--- src/rtl/pingpong_index_buffer.sv ---
// Double-buffered index store: one bank fills from the write path while the other
// is presented as a flat bus; the consumer hands a bank back with index_release.
module pingpong_index_buffer #(
    parameter int DEPTH    = 81,
    parameter int INDEX_W  = 7,
    parameter int DATA_W   = 32,
    parameter int PER_WORD = 1,
    parameter int CNT_W    = $clog2(DEPTH + 1)
) (
    input  logic                       clk,
    input  logic                       reset,
    input  logic [DATA_W-1:0]          data_in,
    input  logic                       write_enable,
    input  logic                       soft_clear,
    input  logic                       index_release,
    output logic                       write_ready,
    output logic                       index_buffer_ready,
    output logic [DEPTH*INDEX_W-1:0]   index_flat,
    output logic [CNT_W-1:0]           fill_count,
    output logic                       overflow_err
);

    localparam int SUM_W = CNT_W + 1;
    localparam logic [SUM_W-1:0] DEPTH_S    = SUM_W'(DEPTH);
    localparam logic [SUM_W-1:0] PER_WORD_S = SUM_W'(PER_WORD);

    logic [1:0]         bank_full, bank_full_nxt;
    logic               wr_sel, wr_sel_nxt;
    logic               rd_sel, rd_sel_nxt;
    logic [CNT_W-1:0]   fill_cnt, fill_cnt_nxt;
    logic               overflow_nxt;

    logic [INDEX_W-1:0] mem [2][DEPTH];
    logic [INDEX_W-1:0] lane [PER_WORD];
    logic [DEPTH-1:0]   slot_we;
    logic [INDEX_W-1:0] slot_wdata [DEPTH];

    logic [SUM_W-1:0]   remain, take, fill_end;
    logic               accept, complete, release_ok;

    always_comb begin
        for (int k = 0; k < PER_WORD; k++) begin
            lane[k] = data_in[k*INDEX_W +: INDEX_W];
        end
    end

    generate
        if (PER_WORD * INDEX_W < DATA_W) begin : g_unused
            logic unused_upper;
            assign unused_upper = ^data_in[DATA_W-1:PER_WORD*INDEX_W];
        end
    endgenerate

    assign write_ready        = !bank_full[wr_sel];
    assign index_buffer_ready = bank_full[rd_sel];
    assign fill_count         = fill_cnt;

    assign accept     = write_enable & write_ready & !soft_clear;
    assign release_ok = index_release & index_buffer_ready & !soft_clear;
    assign remain     = DEPTH_S - {1'b0, fill_cnt};
    // A partial final word only consumes as many lanes as slots remain.
    assign take       = (remain < PER_WORD_S) ? remain : PER_WORD_S;
    assign fill_end   = {1'b0, fill_cnt} + take;
    assign complete   = accept && (fill_end == DEPTH_S);

    always_comb begin
        slot_we = '0;
        for (int i = 0; i < DEPTH; i++) begin
            slot_wdata[i] = '0;
        end
        for (int k = 0; k < PER_WORD; k++) begin
            for (int i = 0; i < DEPTH; i++) begin
                if (accept && (SUM_W'(k) < take) &&
                    ({1'b0, fill_cnt} + SUM_W'(k) == SUM_W'(i))) begin
                    slot_we[i]    = 1'b1;
                    slot_wdata[i] = lane[k];
                end
            end
        end
    end

    always_comb begin
        bank_full_nxt = bank_full;
        wr_sel_nxt    = wr_sel;
        rd_sel_nxt    = rd_sel;
        fill_cnt_nxt  = fill_cnt;
        overflow_nxt  = overflow_err;
        if (soft_clear) begin
            bank_full_nxt = 2'b00;
            wr_sel_nxt    = 1'b0;
            rd_sel_nxt    = 1'b0;
            fill_cnt_nxt  = '0;
            overflow_nxt  = 1'b0;
        end else begin
            if (write_enable && !write_ready) begin
                overflow_nxt = 1'b1;
            end
            if (complete) begin
                bank_full_nxt[wr_sel] = 1'b1;
                wr_sel_nxt            = !wr_sel;
                fill_cnt_nxt          = '0;
            end else if (accept) begin
                fill_cnt_nxt = fill_end[CNT_W-1:0];
            end
            // Ready implies rd_sel != wr_sel whenever a write is accepted, so
            // completion and release never touch the same bank.
            if (release_ok) begin
                bank_full_nxt[rd_sel] = 1'b0;
                rd_sel_nxt            = !rd_sel;
            end
        end
    end

    always_ff @(posedge clk or negedge reset) begin
        if (!reset) begin
            bank_full    <= 2'b00;
            wr_sel       <= 1'b0;
            rd_sel       <= 1'b0;
            fill_cnt     <= '0;
            overflow_err <= 1'b0;
        end else begin
            bank_full    <= bank_full_nxt;
            wr_sel       <= wr_sel_nxt;
            rd_sel       <= rd_sel_nxt;
            fill_cnt     <= fill_cnt_nxt;
            overflow_err <= overflow_nxt;
        end
    end

    always_ff @(posedge clk or negedge reset) begin
        if (!reset) begin
            for (int b = 0; b < 2; b++) begin
                for (int i = 0; i < DEPTH; i++) begin
                    mem[b][i] <= '0;
                end
            end
        end else begin
            for (int b = 0; b < 2; b++) begin
                for (int i = 0; i < DEPTH; i++) begin
                    if (slot_we[i] && (wr_sel == 1'(b))) begin
                        mem[b][i] <= slot_wdata[i];
                    end
                end
            end
        end
    end

    always_comb begin
        index_flat = '0;
        for (int i = 0; i < DEPTH; i++) begin
            index_flat[i*INDEX_W +: INDEX_W] = mem[rd_sel][i];
        end
    end

endmodule

--- config.mk ---
export PLATFORM = sky130hd
export DESIGN_NAME = pingpong_index_buffer
export DESIGN_NICKNAME = d
export VERILOG_FILES = /design/src/rtl/pingpong_index_buffer.sv
export SDC_FILE = /design/constraint.sdc
export NUM_CORES = 2
export LEC_CHECK = 0
export ABC_AREA = 1
export CELL_PAD_IN_SITES_DETAIL_PLACEMENT = 0
export CELL_PAD_IN_SITES_GLOBAL_PLACEMENT = 1
export CORE_UTILIZATION = 42
export CTS_CLUSTER_SIZE = 25
export DETAILED_ROUTE_END_ITERATION = 6
export PLACE_DENSITY_LB_ADDON = 0.15
export SYNTH_ARGS = -nofsm -noshare
export SYNTH_HDL_FRONTEND = slang
export SYNTH_SLANG_ARGS = --single-unit
--- constraint.sdc ---
create_clock -name clk -period 3.2 [get_ports clk]
set_clock_uncertainty 0.05 [all_clocks]
set_input_delay 0.64 -clock clk [delete_from_list [all_inputs] [get_ports clk]]
set_output_delay 0.64 -clock clk [all_outputs]
set_load 0.03 [all_outputs]
==> summary.txt <==
Synth
  • Post-synth cell types: 38
  • Top cells by count, synth: nand2_1 (2,661), dfrtp_1 (1,146), o21ai_0 (976)
  • Synth top area cells: dfrtp_1 (58%), nand2_1 (20%), o21ai_0 (9.9%)
  • Mapped Avg Cell Area: roughly 8.3 sq um
  • Area leader, netlist: dfrtp_1
  • Seq cells post-synth: approximately 1,100
  • Cell area after synthesis: ~49,000 sq um
  • Post-synth ARST share: 1.00
  • Synth warn: 0
  • Post-synth top flop: dfrtp_1
  • Area share of the largest cell type after synthesis: 0.582
  • Post-synth EDFFs: 0
  • Register area share after synthesis: 0.582
  • Synthesized instance count: a little under 6,000
  • Most instantiated library cell after synthesis: nand2_1

Routing
  • Routed via count divided by cell count: ~5
  • Initial DRC count: a little over 3,000
  • Routed wire length: roughly 170,000 um
  • Routed via count: 40,900
  • Final antenna-violating net count: 0
  • Pre-Repair DR Iteration Count: 6
  • DRC: 0
  • Wire per inst: about 20 um

Pwr
  • PwrDens: 612 nW/um^2
  • Clock share of power: 0.404
  • Sequential share of power: 0.419
  • PnR Total Power: approximately 37 mW
  • NetSw: ~11 mW
  • Switching Fraction: 0.293
  • VDD IR max: ~0.47 mV
  • Int Power: roughly 26 mW
  • Leakage: between 30 and 40 nW
  • Gate power share: 0.177

Status
  • Outcome: complete, no violations

Layout
  • Filler Cell Count: roughly 11,000
  • Final nets: 6,502
  • Layout cell share with drive strength beyond 1: 0.152
  • Seq. cell area: around 29,000 sq um
  • Fin cells: 8,072
  • Area occupied by multi-input gates: roughly 18,000 sq um
  • Area Overhead vs Synth: 24.4%
  • Final Util: 0.527

Critical path
  • Reg2Reg Setup Slack: approximately 330 ps
  • Crit-path cells: buf_12 > inv_16 > buf_12 > buf_16 > buf_4 > nand2_1 > nand2_1 > buf_4
  • CP Launch Type: flop
  • Delay-heaviest family, CP: buffers and inverters
  • WS Path Type: flop to output pin
  • Worst r2r path cells: 15
  • Largest stage delay, worst path: approximately 500 ps
  • Critical Path RT: 2510 ps
  • CP max stage cell: dfrtp_4
  • WP data arrival: about 2500 ps
  • Critical path buffers and inverters: 6
  • Worst Path Max Fanout: 18
  • R2r endpoint: mem[378]
  • CP endpoint kind: output pin
  • RR Startpoint: fill_count[2]

Clock network
  • Maximum clock insertion buffer count: 3
  • TritonCTS clock tree: done
  • Reg clk slew, reported paths: ~60 ps
  • CTS buffer count: roughly 130
  • H-tree depth: 4
  • Clk sinks: 1,146
  • Clock Latency Late Sink: roughly 730 ps
  • Root Buffer: clkbuf_16

Floorplanning
  • Die Ht: around 340 um
  • Ports: just over 600
  • Initial core utilization: 0.424
  • Die width: 345 um
  • Core Footprint: roughly 120,000 sq um
  • Die area: about 120,000 sq um
  • # rows: ~130

Global route
  • Vias in the first global route: 38,000
  • Gr ovfl total: 0
  • Pin count of the biggest net entering global routing: 108
  • Global-route wire length before repair: 247,000 um
  • Total track usage: 0.277
  • Antenna violations before repair: 3

Timing
  • Setup_tns: 0 ps
  • Setup violators final: 0
  • RSZ-0062 raised after global routing: yes
  • Crit path time final: approximately 3200 ps
  • Max Freq: 314 MHz
  • Endpoints failing hold: 0
  • Relative slew slack: 0.298
  • Fin. max-slew vios: 0
  • Tightest Pin Transition: 1050 ps
  • Period utilisation layout: 0.996
  • Fin Hold WS: 430 ps

Placement
  • GPL Wtd Cong: around 0.83
  • HPWL Detailed: ~100,000 um
  • Placed Cells: about 7,800
  • PortBufs: ~600

Hold path
  • Hold Path End: mem[993]
  • Hold Startpoint: mem[993]
  • Hold Path Stages: 2
  • Min-Delay Path Class: flop to flop

Flow run
  • Max-Cap Viols: 0
[layer usage]
layer | GRT usage | part of all wire | vias to the layer above
met5 | 0 | 0.000079 | -
met4 | 0.0690 | 0.021 | 2
met3 | 0.0604 | 0.067 | 177
met2 | 0.438 | 0.47 | 1065
met1 | 0.388 | 0.45 | 19800
li1 | - | - | 19800
[worst min-delay path, delay by kind of cell (launching register included)]
kind	cells	cell delay (ps)
AOI/OAI and AO/OA	1	60
DFF	1	340
and+or+nand+nor	1	50
[power by group through the flow]
stage / registers, mW / logic, mW / clock network, mW
6_report: 15.7 / 6.64 / 15.1
5_1_grt: 15.8 / 7.12 / 16.0
4_1_cts: 15.7 / 6.70 / 15.4
3_5_place_dp: 15.9 / 6.47 / 0
3_3_place_gp: 15.9 / 6.43 / 0
2_1_floorplan: 15.9 / 3.45 / 0
[stage by stage]
stage                     area (sq um)  worst slack [ps]
final                            61300              14.0
after global routing             61300             -53.9
after CTS                        61200             -95.2
after detailed placement         56400              71.4
after global placement           56400               101
after floorplan                  49300               657
[cell families (layout without fill, tap and decap cells)]
logic type               after synthesis  after routing  synth area share
buffers and inverters                616           1190            0.0524
XOR/XNOR                               2              2          0.000356
AND/OR/NAND/NOR                     2925           2925             0.230
multiplexers                          10             10           0.00241
AO/OA/AOI/OAI                       1263           1263             0.131
other                                  1              5         0.0000761
flip-flops                          1146           1146             0.582
adder cells (fa/ha/maj)                7              7           0.00178
[registers in the layout, indices dropped and copies added, names as in the netlist]
register	cells
mem	1134
overflow_err	1
bank_full	2
wr_sel	1
rd_sel	1
fill_count	7
[placed cells by master, fill, tap and decap left out, types with 6 or more instances in the layout]
cell | netlist | layout
a21oi_1 | 86 | 86
a21oi_2 | 19 | 19
buf_12 | 1 | 78
buf_16 | 0 | 16
buf_4 | 5 | 549
buf_6 | 16 | 8
bufinv_16 | 0 | 9
clkbuf_1 | 310 | 24
clkbuf_16 | 0 | 137
clkbuf_8 | 0 | 29
clkdlybuf4s50_1 | 0 | 18
clkinv_2 | 0 | 21
dfrtp_1 | 1146 | 1144
dlygate4sd2_1 | 0 | 84
dlymetal6s2s_1 | 0 | 8
ha_1 | 7 | 7
inv_1 | 174 | 169
inv_2 | 8 | 8
inv_6 | 0 | 10
mux2_2 | 7 | 7
nand2_1 | 2661 | 2656
nand2_2 | 21 | 26
nand3_1 | 21 | 21
nor2_1 | 181 | 181
nor2_2 | 14 | 14
nor2_4 | 9 | 9
o21ai_0 | 976 | 950
o21ai_1 | 160 | 180
o21ai_2 | 15 | 21
o31ai_1 | 6 | 6
[worst max-delay path by stage]
| stage | cells past startpoint | to | slack, ps | start |
|---|---|---|---|---|
| finish | 8 | index_flat[463] | 10 | rd_sel |
| global placement | 11 | mem[384] | 100 | write_enable |
| CTS | 4 | index_flat[278] | -100 | rd_sel |
| floorplan | 18 | wr_sel | 660 | fill_count[2] |
| global route | 8 | index_flat[446] | -50 | rd_sel |
| detailed placement | 10 | mem[948] | 70 | write_enable |
[layout make-up]
cell class                 count  area share
antenna                        1   0.0000408
clock buffer                 189      0.0635
clock inverter                35     0.00694
inverter                     187      0.0123
multi-input combinational   4211       0.295
sequential                  1146       0.468
tap                         1524      0.0311
timing repair buffer         777       0.123
timing repair inverter         2    0.000327
[what timing repair did]
item                                   CTS  global route
hold buffers                             1             0
setup endpoints to repair              494            43
endpoints found under the hold margin   24             0
gates resized for setup                148            26
buffers inserted                        13             0
gates cloned                            12             1
Power figures use the tool's default switching activity.
